==> src/rtl/adc_fb_acq.sv <==
// ============================================================================
//  Module   : adc_fb_acq
//  Brief    : AD7476-style serial ADC capture with offset/gain scaling to a
//             saturated signed Q5.7 voltage-loop feedback sample.
//  Revision : 1.0  initial release
// ============================================================================
`default_nettype none

module adc_fb_acq #(
    parameter int CLK_DIV = 2,
    parameter int OFFSET  = 2048,
    parameter int GAIN    = 16384,
    parameter int GAIN_FW = 14
) (
    input  logic        clk,
    input  logic        rst,
    input  logic        trig,
    output logic        adc_cs_n,
    output logic        adc_sclk,
    input  logic        adc_sdo,
    output logic [11:0] volt_fb,
    output logic        valid,
    output logic        fmt_err,
    output logic        busy,
    output logic        missed
);

    localparam int c_HW = (CLK_DIV > 1) ? $clog2(CLK_DIV) : 1;
    localparam logic [c_HW-1:0]   c_HALF_LAST = c_HW'(CLK_DIV - 1);
    localparam logic signed [12:0] c_OFFSET   = 13'(OFFSET);
    localparam logic signed [17:0] c_GAIN     = 18'(GAIN);

    typedef enum logic [2:0] {
        S_IDLE  = 3'd0,
        S_LEAD  = 3'd1,
        S_SHIFT = 3'd2,
        S_CALC  = 3'd3,
        S_OUT   = 3'd4
    } state_t;

    state_t             state_q;
    logic [c_HW-1:0]    half_q;
    logic [3:0]         bit_q;
    logic [15:0]        shift_q;
    logic signed [30:0] prod_q;
    logic               start_q;
    logic               cs_n_q;
    logic               sclk_q;
    logic [11:0]        volt_q;
    logic               valid_q;
    logic               fmt_err_q;
    logic               busy_q;
    logic               missed_q;

    logic               w_accept;
    logic signed [12:0] diff_d;
    logic signed [30:0] prod_d;
    logic signed [30:0] scaled_d;
    logic [11:0]        sat_d;

    // A trigger is latched one cycle before the frame starts; the OUT cycle
    // also accepts one so frames can run back to back.
    assign w_accept = trig && (((state_q == S_IDLE) && !start_q) || (state_q == S_OUT));

    always_comb begin
        diff_d   = $signed({1'b0, shift_q[11:0]}) - c_OFFSET;
        prod_d   = 31'(diff_d) * 31'(c_GAIN);
        scaled_d = prod_q >>> GAIN_FW;
        if (scaled_d > 31'sd2047) begin
            sat_d = 12'h7FF;
        end else if (scaled_d < -31'sd2048) begin
            sat_d = 12'h800;
        end else begin
            sat_d = scaled_d[11:0];
        end
    end

    always_ff @(posedge clk or posedge rst) begin
        if (rst) begin
            state_q   <= S_IDLE;
            half_q    <= '0;
            bit_q     <= '0;
            shift_q   <= '0;
            prod_q    <= '0;
            start_q   <= 1'b0;
            cs_n_q    <= 1'b1;
            sclk_q    <= 1'b1;
            volt_q    <= '0;
            valid_q   <= 1'b0;
            fmt_err_q <= 1'b0;
            busy_q    <= 1'b0;
            missed_q  <= 1'b0;
        end else begin
            valid_q   <= 1'b0;
            fmt_err_q <= 1'b0;
            missed_q  <= trig && !w_accept;
            if (w_accept) begin
                start_q <= 1'b1;
            end
            case (state_q)
                S_IDLE: begin
                    if (start_q) begin
                        start_q <= 1'b0;
                        state_q <= S_LEAD;
                        cs_n_q  <= 1'b0;
                        sclk_q  <= 1'b1;
                        busy_q  <= 1'b1;
                        half_q  <= '0;
                        bit_q   <= '0;
                    end
                end
                S_LEAD: begin
                    if (half_q == c_HALF_LAST) begin
                        state_q <= S_SHIFT;
                        sclk_q  <= 1'b0;
                        half_q  <= '0;
                    end else begin
                        half_q <= half_q + 1'b1;
                    end
                end
                S_SHIFT: begin
                    if (half_q == c_HALF_LAST) begin
                        half_q <= '0;
                        if (!sclk_q) begin
                            // Data is captured on the edge that raises SCLK.
                            sclk_q  <= 1'b1;
                            shift_q <= {shift_q[14:0], adc_sdo};
                        end else if (bit_q == 4'd15) begin
                            state_q <= S_CALC;
                            cs_n_q  <= 1'b1;
                        end else begin
                            sclk_q <= 1'b0;
                            bit_q  <= bit_q + 4'd1;
                        end
                    end else begin
                        half_q <= half_q + 1'b1;
                    end
                end
                S_CALC: begin
                    prod_q  <= prod_d;
                    state_q <= S_OUT;
                end
                S_OUT: begin
                    state_q <= S_IDLE;
                    busy_q  <= 1'b0;
                    valid_q <= 1'b1;
                    if (shift_q[15:12] != 4'd0) begin
                        fmt_err_q <= 1'b1;
                    end else begin
                        volt_q <= sat_d;
                    end
                end
                default: begin
                    state_q <= S_IDLE;
                end
            endcase
        end
    end

    assign adc_cs_n = cs_n_q;
    assign adc_sclk = sclk_q;
    assign volt_fb  = volt_q;
    assign valid    = valid_q;
    assign fmt_err  = fmt_err_q;
    assign busy     = busy_q;
    assign missed   = missed_q;

endmodule

`default_nettype wire
==> config.mk <==
export PLATFORM = sky130hd
export DESIGN_NAME = adc_fb_acq
export DESIGN_NICKNAME = d
export VERILOG_FILES = /design/src/rtl/adc_fb_acq.sv
export SDC_FILE = /design/constraint.sdc
export NUM_CORES = 1
export LEC_CHECK = 0
export CORE_ASPECT_RATIO = 0.9
export CORE_MARGIN = 5
export CORE_UTILIZATION = 50
export CTS_CLUSTER_SIZE = 10
export DETAILED_ROUTE_END_ITERATION = 12
export HOLD_SLACK_MARGIN = 0.1
export PLACE_DENSITY = 0.79
export SETUP_SLACK_MARGIN = 0.2
export SYNTH_ARGS = -nofsm -noshare
export SYNTH_HDL_FRONTEND = slang
export SYNTH_SLANG_ARGS = --single-unit
==> constraint.sdc <==
create_clock -name clk -period 2.4 [get_ports clk]
set_input_delay 0.24 -clock clk [delete_from_list [all_inputs] [get_ports clk]]
set_output_delay 0.24 -clock clk [all_outputs]
set_load 0.05 [all_outputs]
==> flow_summary.json <==
{
  "die_area_um2": 6010,
  "worst_ir_drop_vdd_mv": 0.453,
  "ys_seq_area_share_pct": 60.5,
  "use_met2_pct": 26.9,
  "pin_count": 22,
  "syn_nets": 179,
  "synth_most_common_cell": "dfrtp_1",
  "drive_gt1_share_pct": 28.6,
  "dp.cells": 253,
  "dr.first_iter.drc_count": 58,
  "synth_area_per_cell_um2": 13.1,
  "power.density_nw_per_um2": 948,
  "ys_types": 31,
  "cts_tree": "done",
  "cts_setup_buffers": 0,
  "ys_ff_latch": 55,
  "hold_viol_final": 0,
  "internal-power_w": 0.00158,
  "start_util_pct": 51.4,
  "max_stage_delay_ns": 0.83,
  "p_seq_share_pct": 49.6,
  "syn_inst": 174,
  "ys_warn_count": 0,
  "critPathCaptureType": "output port",
  "drc": 0,
  "root_buffer": "clkbuf_8",
  "port_buffers": 21,
  "rsz0062_at_grt": "no",
  "slew_headroom_pct": 62.8,
  "sw_frac_of_total_pct": 36.5,
  "p_sw_w": 0.000909,
  "min_path_type": "input port to asynchronous set/reset pin",
  "synth_area_um2": 2280,
  "drt-total-wl_mm": 3.86,
  "final-setup-viol-count": 0,
  "synth_top_cells_by_area": "dfrtp_1, mux2_2, dfstp_2",
  "synth-edff-count": 0,
  "synthFlopType": "dfrtp_1",
  "worstMarginPinSlew_ns": 0.556,
  "wl_per_cell_um": 14.8,
  "comb_power_share_pct": 30.2,
  "cts_buffers": 5,
  "start_kind": "flip-flop",
  "regArea_um2": 1380,
  "synth_commonest_cells": "dfrtp_1, mux2_2, nor2_1",
  "grt_pass1_vias": 1580,
  "stdcell_count": 261,
  "clock-sinks": 55,
  "place_congestion": 0.843,
  "path_max_fanout": 7,
  "vias_per_cell": 5.37,
  "drtAntennaViolNets": 0,
  "synthArstFlopShare_pct": 100,
  "period_needed_ns": 2.00,
  "maxSlewViolCount": 0,
  "drt_first_pass_iters": 5,
  "clk_pin_slew_ns": 0.10,
  "crit_family": "buffers and inverters",
  "n_antenna_cell": 0,
  "required_ns": 2.16,
  "met1_usage_pct": 18.3,
  "htree_levels": 2,
  "crit_chain": "clkdlybuf4s50_1",
  "clock_path_buffers": 2,
  "synth_top_area_share_pct": 58.2,
  "grt_max_degree": 23,
  "via_count": 1401,
  "pwr-share-clk_pct": 20.2,
  "antenna_found_initial": 0,
  "status": "complete, no violations",
  "grtUsageMet3_pct": 3.03,
  "maxCapViolations": 0,
  "tns_ns": 0,
  "max_freq_mhz": 500,
  "clock_skew_ns": 0.00917,
  "crit_buf_inv": 1,
  "die_h_um": 74.1,
  "slowest_stage": "clkdlybuf4s50_1",
  "num-nets-final": 203,
  "worstSetupPathType": "flip-flop to output port",
  "n_fill_cell": 371,
  "overflow": 0,
  "grt_pass1_wl_mm": 6.99,
  "multiInputGateArea_um2": 811,
  "rows": 23,
  "die_x_um": 81.2,
  "areaGrowthSynthToFinish_pct": 15.3,
  "synth_area_leader_cell": "dfrtp_1",
  "cp.arrival_ns": 1.76,
  "grt_busiest_layer": "met2",
  "clock_latency_ns": 0.30,
  "cts_resized": 0,
  "grtUsageTotal_pct": 15.1,
  "min_period_over_period_pct": 83.4,
  "core-area_um2": 4430,
  "hpwl_mm": 2.77,
  "hold_buffers": 0,
  "leakagePower_nw": 1.26
}
power groups by stage:
| stage | registers (W) | logic [W] | clock network, W |
|---|---|---|---|
| floorplan | 0.00133 | 0.000487 | 0 |
| global placement | 0.00124 | 0.000735 | 0 |
| detailed placement | 0.00125 | 0.000760 | 0 |
| CTS | 0.00123 | 0.000760 | 0.000525 |
| global route | 0.00126 | 0.000830 | 0.000560 |
| finish | 0.00123 | 0.000752 | 0.000504 |
worst paths after layout:
check / slack (ns) / endpoint / cells past startpoint / start
setup / recovery: 0.40 / adc_sclk / 1 / adc_sclk
hold / removal: 0.26 / shift_q[13] / 2 / rst
setup reg to reg: 0.53 / volt_fb[4] / 4 / state_q[2]
hold reg to reg: 0.50 / volt_fb[5] / 1 / prod_q[19]
max in group asynchronous: 1.50 / adc_sclk / 3 / rst
min in group clk: 0.50 / volt_fb[5] / 1 / prod_q[19]
registers in the layout, summed over array words and instances (netlist names):
name and count:
volt_fb 12, busy 1, start_q 1, adc_sclk 1
prod_q 12, half_q 1, missed 1, valid 1
state_q 3, shift_q 16, bit_q 4, fmt_err 1
adc_cs_n 1
per-layer routing:
metal / vias up / part of all wire (%)
met5: - / 0
met4: 0 / 0.93
met3: 4 / 3.3
met2: 27 / 53
met1: 714 / 43
li1: 656 / -
stage by stage:
step / power (W) / area (µm²) / hold WS, ns / setup slack [ns] / utilization, %
finish: 0.00249 / 2630 / 0.260 / 0.399 / 59.3
global route: 0.00265 / 2630 / 0.315 / 0.359 / 59.3
CTS: 0.00252 / 2630 / 0.267 / 0.390 / 59.3
detailed placement: 0.00201 / 2530 / 0.487 / 0.498 / 57.2
global placement: 0.00197 / 2530 / 0.473 / 0.666 / 57.2
floorplan: 0.00182 / 2280 / 0.369 / 0.666 / -
kinds of logic after synthesis:
kind of cell,Yosys count,synth area share (%)
flops,55,60.5
fa+ha+maj,1,0.549
compound gates,25,6.59
buf+inv,14,3.95
mux,41,20.2
simple gates,38,8.23
layout make-up:
class / count / share of cell area (%)
clock buffer: 5 / 2.62
clock inverter: 3 / 0.952
inverter: 5 / 0.714
multi-input combinational: 105 / 30.9
sequential: 55 / 52.5
tap: 62 / 2.95
timing repair buffer: 26 / 9.43
cells in the final DEF (no fill, tap or decap), types with 2 or more instances in the layout:
cell type | Yosys | routed
dfrtp_1 | 53 | 53
mux2_2 | 40 | 40
clkdlybuf4s50_1 | 0 | 21
nor2_1 | 12 | 12
a21oi_1 | 10 | 10
nand2_1 | 9 | 9
o21ai_0 | 7 | 7
clkbuf_8 | 0 | 5
buf_4 | 0 | 5
inv_1 | 5 | 4
nor3_1 | 4 | 4
nand3_1 | 4 | 4
nor4_1 | 2 | 2
nand2b_1 | 2 | 2
a31oi_1 | 2 | 2
dfstp_2 | 2 | 2
clkinv_4 | 0 | 2
Note: power is estimated with default switching activity, not from simulation.
